## src/rtl/ntt_layer_scheduler.sv

```systemverilog
// ntt_layer_scheduler: sequences the layers of a 256-point NTT/INTT over NUM_BU butterfly units
// Ports: clk_i/rst_i (sync, active-high), start_i/is_NTT_i request a run (sampled in IDLE);
//   busy_o, layer_o, olen_o, beat_o, rd_en_o drive address generation and BRAM reads;
//   wr_en_o/wr_beat_o tag write-back DRAIN cycles later; done_o pulses once per run.
// Option: define NTT_SCHED_PERF_EN to add run_cycles_o[15:0], a per-run busy-cycle counter.
module ntt_layer_scheduler #(
  parameter int NUM_LAYERS   = 7,
  parameter int BF_PER_LAYER = 128,
  parameter int NUM_BU       = 8,
  parameter int RD_LATENCY   = 2,
  parameter int BU_LATENCY   = 6
) (
  input  logic       clk_i,
  input  logic       rst_i,
  input  logic       start_i,
  input  logic       is_NTT_i,
  output logic       busy_o,
  output logic [2:0] layer_o,
  output logic [7:0] olen_o,
  output logic [3:0] beat_o,
  output logic       rd_en_o,
  output logic       wr_en_o,
  output logic [3:0] wr_beat_o,
  output logic       done_o
`ifdef NTT_SCHED_PERF_EN
  ,
  output logic [15:0] run_cycles_o
`endif
);
  localparam int BEATS = BF_PER_LAYER / NUM_BU;
  localparam int DRAIN = RD_LATENCY + BU_LATENCY;
  localparam int CW    = $clog2(DRAIN + 1);
  typedef enum logic [1:0] {S_IDLE, S_ISSUE, S_DRAIN, S_DONE} state_t;
  state_t                  state_q, state_d;
  logic [2:0]              layer_q, layer_d;
  logic [3:0]              beat_q, beat_d;
  logic [CW-1:0]           cnt_q, cnt_d;
  logic                    mode_q, mode_d;
  logic                    rd_en_q, busy_q, done_q;
  logic [DRAIN-1:0]        wr_sr_q, wr_sr_d;
  logic [DRAIN-1:0][3:0]   wb_sr_q, wb_sr_d;
  always_comb begin
    state_d = state_q;
    layer_d = layer_q;
    beat_d  = beat_q;
    cnt_d   = cnt_q;
    mode_d  = mode_q;
    case (state_q)
      S_IDLE: if (start_i) begin
        state_d = S_ISSUE;
        layer_d = '0;
        beat_d  = '0;
        mode_d  = is_NTT_i;
      end
      S_ISSUE: if (beat_q == 4'(BEATS - 1)) begin
        state_d = S_DRAIN;
        cnt_d   = '0;
      end else beat_d = beat_q + 4'd1;
      S_DRAIN: if (cnt_q == CW'(DRAIN - 1)) begin
        if (layer_q == 3'(NUM_LAYERS - 1)) state_d = S_DONE;
        else begin
          state_d = S_ISSUE;
          layer_d = layer_q + 3'd1;
          beat_d  = '0;
        end
      end else cnt_d = cnt_q + CW'(1);
      default: state_d = S_IDLE;
    endcase
  end
  // Write-back tags trail the read strobe by the full read + butterfly latency.
  always_comb begin
    wr_sr_d    = wr_sr_q;
    wb_sr_d    = wb_sr_q;
    wr_sr_d[0] = rd_en_q;
    wb_sr_d[0] = beat_q;
    for (int i = 1; i < DRAIN; i++) begin
      wr_sr_d[i] = wr_sr_q[i-1];
      wb_sr_d[i] = wb_sr_q[i-1];
    end
  end
  always_ff @(posedge clk_i) begin
    if (rst_i) begin
      state_q <= S_IDLE;
      layer_q <= '0;
      beat_q  <= '0;
      cnt_q   <= '0;
      mode_q  <= 1'b1;
      rd_en_q <= 1'b0;
      busy_q  <= 1'b0;
      done_q  <= 1'b0;
      wr_sr_q <= '0;
      wb_sr_q <= '0;
    end else begin
      state_q <= state_d;
      layer_q <= layer_d;
      beat_q  <= beat_d;
      cnt_q   <= cnt_d;
      mode_q  <= mode_d;
      rd_en_q <= state_d == S_ISSUE;
      busy_q  <= state_d != S_IDLE;
      done_q  <= state_d == S_DONE;
      wr_sr_q <= wr_sr_d;
      wb_sr_q <= wb_sr_d;
    end
  end
`ifdef NTT_SCHED_PERF_EN
  logic [15:0] run_q, run_d;
  always_comb run_d = (state_q == S_IDLE && start_i) ? '0 : busy_q ? run_q + 16'd1 : run_q;
  always_ff @(posedge clk_i) begin
    if (rst_i) run_q <= '0;
    else run_q <= run_d;
  end
  assign run_cycles_o = run_q;
`endif
  // Mode latched at start keeps olen stable even if is_NTT_i changes mid-run.
  assign olen_o    = mode_q ? 8'(BF_PER_LAYER) >> layer_q : 8'd2 << layer_q;
  assign busy_o    = busy_q;
  assign layer_o   = layer_q;
  assign beat_o    = beat_q;
  assign rd_en_o   = rd_en_q;
  assign wr_en_o   = wr_sr_q[DRAIN-1];
  assign wr_beat_o = wb_sr_q[DRAIN-1];
  assign done_o    = done_q;
endmodule

```

## config.mk

```make
export PLATFORM = sky130hd
export DESIGN_NAME = ntt_layer_scheduler
export DESIGN_NICKNAME = d
export VERILOG_FILES = /design/src/rtl/ntt_layer_scheduler.sv
export SDC_FILE = /design/constraint.sdc
export NUM_CORES = 1
export LEC_CHECK = 0
export BUFFER_PORTS_ARGS = -buffer_cell sky130_fd_sc_hd__buf_2
export CORE_MARGIN = 2
export CORE_UTILIZATION = 60
export CTS_BUF_LIST = sky130_fd_sc_hd__clkbuf_4
export DETAILED_ROUTE_END_ITERATION = 8
export HOLD_SLACK_MARGIN = 0.02
export PLACE_DENSITY = 0.91
export SLEW_MARGIN = 10
export SYNTH_ARGS = -nofsm -noshare
export SYNTH_HDL_FRONTEND = slang
export SYNTH_SLANG_ARGS = --single-unit
```

## constraint.sdc

```tcl
create_clock -name clk_i -period 4.2 [get_ports clk_i]
set_input_delay 0.21 -clock clk_i [delete_from_list [all_inputs] [get_ports clk_i]]
set_output_delay 0.21 -clock clk_i [all_outputs]
set_load 0.005 [all_outputs]
```

==> impl_metrics.csv, run 1 <==
group,metric,value,unit
setup_path,critPathMaxFanout,6,
run,maxCapViolations,0,
finish,antenna_cells,0,
clock_network,clockBufferDepth,2,
route,dr_total_vias,1426,
setup_path,critPathKind,"reg2out",
finish,areaGrowthSynthToFinish,9.569,%
timing,holdWs,0.2323,ns
yosys,yosysSeqAreaShare,53.87,%
floorplan,io_pins,27,
yosys,avgSynthCellArea,10.28,sq um
global_routing,grt_pass1_vias,1339,
setup_path,crit_arrival,1.61,ns
timing,min_period_over_period,43.41,%
yosys,synth_edf_count,0,
floorplan,start_util,62.98,%
setup_path,slowest_stage,"dfxtp_1",
yosys,synth_cell_types,45,
route,drc,0,
power,leakage,0.9775,nW
floorplan,fp.coreArea,3363,sq um
timing,finalClockSkew,0.006227,ns
clock_network,clk_pin_slew_worst_paths,0.08,ns
global_routing,grt_usage,19.17,%
status,status,"completed",
placement,globalplace.congestion,0.7634,
clock_network,clk_latency,0.38,ns
timing,rsz0062_at_grt,"no",
yosys,yosys_warnings,0,
timing,fin_crit,1.823,ns
setup_path,start_kind,"register",
floorplan,dieArea,4021,sq um
floorplan,row_count,21,
timing,slew_viol_final,0,
clock_network,root_buffer,"clkbuf_4",
placement,io_buffers,26,
yosys,netlist_area,2118,sq um
timing,hold_viol,0,
global_routing,grt_max_degree,55,
global_routing,antenna_found_initial,0,
floorplan,die_y,63.42,microns
timing,worstMarginPinSlew,0.8387,ns
timing,fmax,548.5,MHz
setup_path,required,3.99,ns
route,post_drt_wl_per_cell,11.86,microns
placement,dp_hpwl,2.199,mm
finish,fin_nets,239,
timing,setup_ws,2.377,ns
route,routed_via_density,5.148,
yosys,synth_ff_type,"dfxtp_1",
timing,tns,0,ns
route,drt_iter0_drc,64,
min_path,hold_path.class,"in2reg",
route,drtPass1Iterations,4,
finish,drive_above_1_share,18.18,%
placement,pre_cts_slack,2.511,ns
clock_network,cts_tree,"done",
global_routing,overflow,0,
floorplan,dieWidth,63.42,microns
power,vdd_drop_max,0.2330,mV
timing,maxSlewHeadroom,44.09,%
route,wl,3.286,mm
setup_path,crit_path_end_kind,"output pin",
route,antenna_left,0,
yosys,synthCells,206,
clock_network,htree_num_levels,3,
clock_network,clock-sinks,57,
global_routing,grt_pass1_wl,5.761,mm
yosys,ys_seq_elements,57,
timing,setup_viol,0,
clock_network,cts_inserted_buffers,9,
yosys,synth_fp_nets,218,
yosys,synthArstFlopShare,0,%
setup_path,cp_cell_sequence,"inv_1 > ha_1 > and2_4 > nand2_1 > o21ai_0 > buf_2",
power,pwr_density_cell,378.8,nW/um^2
setup_path,slowest_delay,0.42,ns
==> sequential cells by signal, indices dropped and copies added (netlist names) <==
name and cells:
beat_o 4, wb_sr_d 28, layer_o 3, rd_en_o 1, cnt_q 4, state_q 2
wr_sr_q 8, wr_beat_o 4, busy_o 1, done_o 1, mode_q 1
==> final timing paths <==
kind | depth (start not counted) | startpoint | endpoint | slack, ns
min | 4 | start_i | beat_o[2] | 0.23
min reg2reg | 1 | wb_sr_d[15] | wb_sr_d[19] | 0.44
max reg2reg | 3 | state_q[1] | done_o | 2.46
max | 6 | layer_o[0] | olen_o[1] | 2.38
==> repair_timing <==
action | 4_1_cts | 5_1_grt
setup buffers | 0 | 0
hold endpoints to repair | 1 | 0
gates resized for setup | 0 | 0
hold buffers | 1 | 0
==> where the power goes <==
| part | leakage, nW | switching [mW] | internal [mW] | total [mW] |
|---|---|---|---|---|
| Combinational | 0.462 | 0.0177 | 0.0133 | 0.0309 |
| Clock | 0.0548 | 0.177 | 0.118 | 0.295 |
| Sequential | 0.461 | 0.00676 | 0.547 | 0.553 |
| Total | 0.977 | 0.201 | 0.678 | 0.879 |
==> worst max-delay path: cells and delay by family (launching register included) <==
| kind | cells | cell delay (ns) |
|---|---|---|
| AOI/OAI and AO/OA | 1 | 0.07 |
| DFF | 1 | 0.42 |
| adders and majority gates | 1 | 0.25 |
| and+or+nand+nor | 2 | 0.25 |
| buffers and inverters | 2 | 0.24 |
==> cell families after synthesis <==
group	count (synthesis)	synth area share (%)
AND/OR/NAND/NOR	81	23.69
flip-flops	57	53.87
AO/OA/AOI/OAI	34	10.87
buffers and inverters	23	5.493
adder cells (fa/ha/maj)	8	4.726
multiplexers	2	0.9451
XOR/XNOR	1	0.4135
==> routing by layer <==
layer / vias to the layer above / track usage (%) / share of wire [%]
met5: - / 0 / 0
met4: 0 / 7.337 / 1.3
met3: 7 / 10.18 / 5.8
met2: 27 / 30.26 / 48
met1: 652 / 21.86 / 45
li1: 740 / - / -
==> synth_stat cells, types with 2 or more instances <==
library cell / number / share of area (%)
a21oi_1: 7 / 1.7
and2_1: 3 / 0.89
and3b_1: 2 / 0.83
buf_2: 3 / 0.71
buf_4: 5 / 1.8
clkbuf_1: 8 / 1.4
dfxtp_1: 57 / 54
ha_1: 8 / 4.7
inv_1: 6 / 1.1
mux2i_1: 2 / 0.95
nand2_1: 6 / 1.1
nand2b_1: 3 / 0.89
nand3_1: 4 / 0.95
nand4_1: 4 / 1.2
nand4b_1: 3 / 1.2
nor2_1: 5 / 0.89
nor2b_1: 41 / 12
nor3b_1: 2 / 0.71
o21ai_0: 8 / 1.9
o21bai_1: 2 / 0.71
o31ai_1: 2 / 0.71
or4_1: 2 / 0.71
==> area by class of cell <==
cell class,instances,area (sq um)
flip-flops and latches,57,1141
well taps,46,57.56
clock inverters,5,23.77
multi-input cells,126,860.8
repair buffers,27,140.1
fillers,296,1042
clock buffers,10,75.07
inverters,6,22.52
==> through the flow <==
stage / utilization [%] / cells / total power, mW / instance area [sq um]
finish: 69.01 / 277 / 0.8792 / 2321
global route: 69.01 / 277 / 0.9258 / 2321
CTS: 69.01 / 277 / 0.8940 / 2321
detailed placement: 65.77 / 261 / 0.5967 / 2212
global placement: 65.77 / 261 / 0.5961 / 2212
floorplan: - / 206 / 0.5891 / 2118
==> placed cells by master (no fill, tap or decap), drive strengths merged, types with 4 or more instances in the layout <==
master,n
o21ai,9
ha,8
dfxtp,57
nor2,5
inv,6
clkbuf,10
buf,26
nand4,4
clkinv,4
nand2,6
nand3,4
nor2b,41
and2,4
a21oi,7
(Power assumes the default switching activity.)
==> run 2, diff against run 1 <==
--- a/config.mk
+++ b/config.mk
@@ -7,11 +7,11 @@
 export LEC_CHECK = 0
 export BUFFER_PORTS_ARGS = -buffer_cell sky130_fd_sc_hd__buf_2
 export CORE_MARGIN = 2
-export CORE_UTILIZATION = 60
+export CORE_UTILIZATION = 53
 export CTS_BUF_LIST = sky130_fd_sc_hd__clkbuf_4
 export DETAILED_ROUTE_END_ITERATION = 8
 export HOLD_SLACK_MARGIN = 0.02
-export PLACE_DENSITY = 0.91
+export PLACE_DENSITY = 0.86
 export SLEW_MARGIN = 10
 export SYNTH_ARGS = -nofsm -noshare
 export SYNTH_HDL_FRONTEND = slang
==> constraint.sdc (replaced) <==
create_clock -name clk_i -period 1.5 [get_ports clk_i]
set_input_delay 0.075 -clock clk_i [delete_from_list [all_inputs] [get_ports clk_i]]
set_output_delay 0.075 -clock clk_i [all_outputs]
set_load 0.005 [all_outputs]
==> run 2 against run 1 <==
Cell count increased by 8.3%. The run now ends with negative setup slack left. Combinational power increased to 3.6 times the previous value. Clock skew increased by 0.0045 ns. Register-to-register slack got worse by 2.4 ns. Largest power group unchanged. Clock-buffer cell count unchanged. Routed wire length increased by 25%. Clock power increased to 4.7 times the previous value. Final area increased by 15%. Total power increased to 3.5 times the previous value. Sequential share of layout area decreased by 5.9 points. Largest cell class unchanged. Via count increased by 9.1%. Worst setup slack got worse by 2.4 ns.
==> impl_metrics.csv, run 2 (synthesis gave the netlist of run 1 again) <==
group,metric,value,unit
setup_path,slowest_delay,0.39,ns
route,antenna_left,0,
placement,pre_cts_slack,-0.01203,ns
route,drc,0,
min_path,hold_end,"wr_beat_o[1]",
route,routed_via_density,5.187,
setup_path,crit_arrival,1.46,ns
finish,mostFrequentLayoutCells,"50 x dfxtp_1, 40 x nor2b_1, 26 x buf_2, 18 x buf_4, 10 x clkbuf_4",
timing,hold_viol,0,
finish,areaGrowthSynthToFinish,25.99,%
floorplan,row_count,22,
timing,setup_ws,-0.03955,ns
placement,dp_hpwl,2.471,mm
global_routing,grt_max_degree,29,
power,power_frac_comb,3.7,%
power,vdd_drop_max,0.7539,mV
min_path,min_from,"rst_i",
finish,drive_above_1_share,34.52,%
setup_path,r2r-end,"layer_o[2]",
setup_path,critPathKind,"reg2out",
finish,multiInputGateArea,940.9,sq um
timing,setup_viol,2,
setup_path,r2r_start,"layer_o[0]",
clock_network,cts_inserted_buffers,9,
setup_path,r2r_cells,5,
timing,slew_viol_final,0,
power,swShare,20.02,%
global_routing,grt_pass1_wl,6.361,mm
run,maxCapViolations,0,
timing,maxSlewHeadroom,68.79,%
route,dr_total_vias,1556,
floorplan,dieWidth,67.22,microns
clock_network,clock-sinks,57,
finish,largest_reg_flops,28,
power,pwr-share-clk,45.5,%
power,p_switching,0.6094,mW
power,p_seq_share,50.8,%
finish,antenna_cells,0,
global_routing,grt_usage,19.40,%
min_path,hold_path.class,"in2reg",
timing,finalClockSkew,0.01073,ns
power,power,3.044,mW
global_routing,overflow,0,
floorplan,start_util,56.58,%
clock_network,cts_tree,"done",
finish,fin_nets,259,
timing,fmax,649.5,MHz
floorplan,die_y,67.22,microns
placement,globalplace.congestion,0.8048,
floorplan,io_pins,27,
finish,seq_area,1155,sq um
setup_path,crit_path_end_kind,"output pin",
global_routing,antenna_found_initial,0,
setup_path,required,1.42,ns
setup_path,slowest_stage,"dfxtp_4",
route,post_drt_wl_per_cell,13.69,microns
clock_network,clockBufferDepth,2,
route,drt_iter0_drc,111,
power,leakage,1.132,nW
placement,io_buffers,26,
setup_path,critPathMaxFanout,4,
floorplan,dieArea,4519,sq um
route,drtPass1Iterations,4,
finish,layout_commonest_cell,"dfxtp_1",
setup_path,cp_cell_sequence,"inv_4 > ha_4 > and2_4 > buf_6 > nand2_2 > o21ai_1 > buf_2",
clock_network,htree_num_levels,3,
status,violations,"negative setup slack",
setup_path,startpoint,"layer_o[0]",
status,status,"finished with violations",
finish,fillCellCount,267,
timing,worstMarginPinSlew,0.4671,ns
clock_network,clk_pin_slew_worst_paths,0.10,ns
power,pwr_density_cell,1141,nW/um^2
clock_network,root_buffer,"clkbuf_4",
setup_path,start_kind,"register",
timing,fin_crit,1.540,ns
clock_network,clk_latency,0.38,ns
floorplan,fp.coreArea,3744,sq um
timing,min_period_over_period,102.6,%
setup_path,regToRegSetupSlack,0.02,ns
timing,tns,-0.04865,ns
power,intPower,2.435,mW
timing,rsz0062_at_grt,"yes",
global_routing,grt_pass1_vias,1438,
route,wl,4.108,mm
min_path,whs_path_depth,2,
==> run 2: cell count changes in the layout (fill, tap and decap cells not counted), moves of 2 or more <==
cell       delta
nand2_1       -3
ha_1          -5
ha_4          +4
nand2_2       +3
dfxtp_4       +2
inv_1         -2
bufinv_16     +3
o21ai_0       -3
clkinv_1      -2
buf_4        +18
o21ai_1       +2
dfxtp_2       +5
dfxtp_1       -7
==> run 2: timing repair <==
item,4_1_cts,5_1_grt
setup buffers,1,5
setup endpoints to repair,5,15
hold buffers,1,0
resized for setup,5,16
gates cloned,0,0
hold endpoints to repair,1,0
pin swaps,1,2
==> run 2: worst max-delay path by stage <==
| stage | endpoint | cells past startpoint |
|---|---|---|
| 6_report | olen_o[1] | 7 |
| 4_1_cts | olen_o[1] | 7 |
| 5_1_grt | olen_o[1] | 7 |
| 2_1_floorplan | layer_o[2] | 5 |
| 3_3_place_gp | layer_o[2] | 5 |
| 3_5_place_dp | layer_o[2] | 5 |
==> run 2: cell type report <==
| type | instances | area share, % |
|---|---|---|
| tap | 48 | 2.250 |
| timing repair buffer | 47 | 11.49 |
| sequential | 57 | 43.27 |
| multi-input combinational | 126 | 35.26 |
| inverter | 6 | 0.9376 |
| clock buffer | 10 | 2.813 |
| clock inverter | 6 | 3.985 |
==> run 2: routing by layer <==
metal / wire (microns) / up-vias / track usage [%]
li1: - / 782 / -
met1: 1825 / 725 / 22.96
met2: 1973 / 40 / 30.82
met3: 187 / 9 / 6.500
met4: 121 / 0 / 10.97
met5: 0 / - / 0
==> run 2: metrics by stage <==
stage / utilization (%) / area [sq um] / cells / hold WS (ns)
after global routing: 71.29 / 2669 / 300 / 0.07702
after floorplan: - / 2165 / 206 / 0.1929
after CTS: 69.15 / 2589 / 295 / 0.05220
final: 71.29 / 2669 / 300 / 0.07815
after global placement: 63.54 / 2379 / 277 / 0.2854
after detailed placement: 63.54 / 2379 / 277 / 0.2958
==> run 2: critical path: cells and delay by family, from the launching register on <==
kind / cells / cell delay [ns]
flops: 1 / 0.39
buf+inv: 3 / 0.29
simple gates: 2 / 0.20
fa+ha+maj: 1 / 0.15
compound gates: 1 / 0.06
==> run 2: power by group through the flow <==
stage	combinational (mW)	sequential (mW)	clock (mW)
after floorplan	0.0756	1.57	0
after global placement	0.105	1.58	0
after detailed placement	0.106	1.58	0
after CTS	0.111	1.54	1.42
after global routing	0.124	1.55	1.47
final	0.112	1.55	1.39
==> run 3, diff against run 2 <==
--- a/config.mk
+++ b/config.mk
@@ -5,6 +5,7 @@
 export SDC_FILE = /design/constraint.sdc
 export NUM_CORES = 1
 export LEC_CHECK = 0
+export ABC_AREA = 1
 export BUFFER_PORTS_ARGS = -buffer_cell sky130_fd_sc_hd__buf_2
 export CORE_MARGIN = 2
 export CORE_UTILIZATION = 53
==> run 3 against run 2 <==
The flow still finishes with violations (negative setup slack). Area after synthesis is 0.71% lower. Die area is 0.67% lower. Via count is 9.8% higher. Combinational power is 31% higher.
==> impl_metrics.csv, run 3 <==
group,metric,value,unit
status,status,"finished with violations",
status,violations,"negative setup slack",
global_routing,overflow,0,
setup_path,critPathKind,"reg2out",
clock_network,clk_pin_slew_worst_paths,0.10,ns
yosys,synth_fp_nets,280,
floorplan,io_pins,27,
finish,mostFrequentLayoutCells,"56 x nor2_1, 54 x inv_1, 53 x dfxtp_1, 27 x nand2_1, 26 x buf_2",
finish,fin_area,2550,sq um
global_routing,grt_max_degree,36,
timing,hold_viol,0,
clock_network,clockBufferDepth,2,
floorplan,die_y,67.00,microns
global_routing,grt_usage,21.30,%
clock_network,clk_latency,0.41,ns
route,drt_iter0_drc,78,
timing,rsz0062_at_grt,"yes",
timing,setup_viol,1,
setup_path,start_kind,"register",
setup_path,crit_arrival,1.48,ns
power,power,2.934,mW
clock_network,cts_tree,"done",
timing,fmax,641.7,MHz
yosys,synth_cell_types,23,
floorplan,row_count,22,
finish,finalNonFillerCells,355,
timing,setup_ws,-0.05839,ns
clock_network,root_buffer,"clkbuf_4",
timing,min_period_over_period,103.9,%
route,antenna_left,0,
global_routing,antenna_found_initial,0,
power,leakage,1.178,nW
min_path,whs_path_depth,2,
setup_path,r2r_cells,6,
timing,fin_crit,1.558,ns
yosys,synthCells,268,
placement,dp_hpwl,2.427,mm
yosys,synth_area_leaders,"dfxtp_1 54%, inv_1 10%, nor2_1 10%",
setup_path,crit_buf_inv,3,
power,vdd_drop_max,0.7656,mV
timing,worstMarginPinSlew,0.3418,ns
yosys,synthArstFlopShare,0,%
yosys,synth_top_cell_area_share,54.25,%
setup_path,regToRegSetupSlack,0.05,ns
setup_path,critPathMaxFanout,3,
timing,holdWs,0.3905,ns
setup_path,r2r-end,"beat_o[0]",
route,drtPass1Iterations,4,
floorplan,dieWidth,67.00,microns
global_routing,grt_pass1_vias,1579,
finish,fin_nets,315,
yosys,yosys_warnings,0,
yosys,synth_area_leader_cell,"dfxtp_1",
finish,largest_reg_flops,28,
global_routing,grt_pass1_wl,6.748,mm
route,wl,4.467,mm
yosys,synth.most_common_cell,"dfxtp_1",
clock_network,htree_num_levels,3,
yosys,synth_edf_count,0,
yosys,avgSynthCellArea,7.848,sq um
yosys,yosysSeqAreaShare,54.25,%
finish,antenna_cells,0,
setup_path,cp_cell_sequence,"inv_2 > ha_4 > buf_4 > nand3_1 > o21ai_1 > buf_2",
route,drc,0,
placement,pre_cts_slack,0.1086,ns
power,pwr_density_cell,1151,nW/um^2
yosys,synth_ff_type,"dfxtp_1",
timing,maxSlewHeadroom,77.21,%
clock_network,cts_inserted_buffers,9,
finish,areaGrowthSynthToFinish,21.24,%
finish,drive_above_1_share,23.45,%
setup_path,required,1.42,ns
route,routed_via_density,4.811,
clock_network,clock-sinks,57,
timing,finalClockSkew,0.01168,ns
setup_path,slowest_delay,0.34,ns
timing,slew_viol_final,0,
setup_path,crit_path_end_kind,"output pin",
placement,placed_cell_area,2266,sq um
placement,dp_cells,335,
route,dr_total_vias,1708,
setup_path,slowest_stage,"dfxtp_2",
yosys,netlist_area,2103,sq um
yosys,ys_seq_elements,57,
floorplan,dieArea,4488,sq um
min_path,hold_end,"wb_sr_d[21]",
min_path,min_from,"wb_sr_d[17]",
placement,io_buffers,26,
floorplan,fp.coreArea,3744,sq um
setup_path,cp_top_family,"buffers and inverters",
route,post_drt_wl_per_cell,12.58,microns
floorplan,start_util,56.18,%
run,maxCapViolations,0,
min_path,hold_path.class,"reg2reg",
setup_path,r2r_start,"cnt_q[0]",
placement,globalplace.congestion,0.8251,
yosys,synthTopCellsByCount,"57 x dfxtp_1, 56 x inv_1, 56 x nor2_1, 28 x nand2_1, 15 x nand3_1",
finish,layout_commonest_cell,"nor2_1",
-- run 3: cell types whose count changed after synthesis, sizes merged, moves of 4 or more --
cell	before	now
inv	6	60
nor2	5	58
nor2b	41	0
nand2	6	32
nand3	4	16
clkbuf	8	3
and2	4	0
o21ai	9	13
-- run 3: timing repair --
item / in CTS / in global routing
resized for setup: 13 / 14
setup buffers: 2 / 0
pin swaps: 1 / 2
gates cloned: 0 / 0
setup endpoints to repair: 6 / 13
hold buffers: 4 / 0
hold endpoints to repair: 13 / 0
-- run 3: cell families (layout without fill, tap and decap cells) --
logic type,Yosys count,in the layout,synth area share (%)
adders and majority gates,8,8,4.759
and+or+nand+nor,111,111,22.43
AOI/OAI and AO/OA,21,21,5.116
buffers and inverters,71,110,13.44
DFF,57,57,54.25
-- run 3: report_power, final --
group          leakage [nW]  internal (mW)  total [mW]  switching (mW)
clock                0.0855          0.661        1.23           0.567
sequential            0.463           1.54        1.56          0.0210
combinational         0.630         0.0523       0.147          0.0944
-- run 3: tightest hold or removal path, stage by stage (launching register included) --
cell     delay [ns]
dfxtp_1        0.30
inv_1          0.04
nor2_1         0.03
-- run 3: cell type report --
cell class | instances | area [sq um]
fillers | 293 | 1194
clock inverters | 6 | 83.83
inverters | 60 | 225.2
well taps | 48 | 60.06
repair buffers | 35 | 211.5
clock buffers | 9 | 67.56
flip-flops and latches | 57 | 1149
multi-input cells | 140 | 753.2
-- run 3: routing by layer --
| metal | up-vias | track usage (%) | part of all wire (%) |
|---|---|---|---|
| li1 | 857 | - | - |
| met1 | 754 | 21.01 | 38 |
| met2 | 70 | 34.50 | 50 |
| met3 | 27 | 9.966 | 6.2 |
| met4 | 0 | 16.07 | 5.6 |
| met5 | - | 0 | 0 |
-- run 3: how the worst max path moves through the flow --
stage,startpoint,end,slack (ns),depth (start not counted)
4_1_cts,layer_o[0],olen_o[6],0.002,5
3_3_place_gp,layer_o[0],beat_o[0],0.17,8
6_report,layer_o[0],olen_o[5],-0.06,6
5_1_grt,layer_o[0],olen_o[5],-0.11,6
2_1_floorplan,layer_o[0],beat_o[0],0.09,8
3_5_place_dp,layer_o[0],beat_o[0],0.11,8
-- run 3: per-stage QoR --
stage                     util (%)  setup TNS (ns)
after floorplan                  -               0
after global placement       60.53               0
after detailed placement     60.53               0
after CTS                    66.64               0
after global routing         68.12         -0.5222
final                        68.12        -0.05839
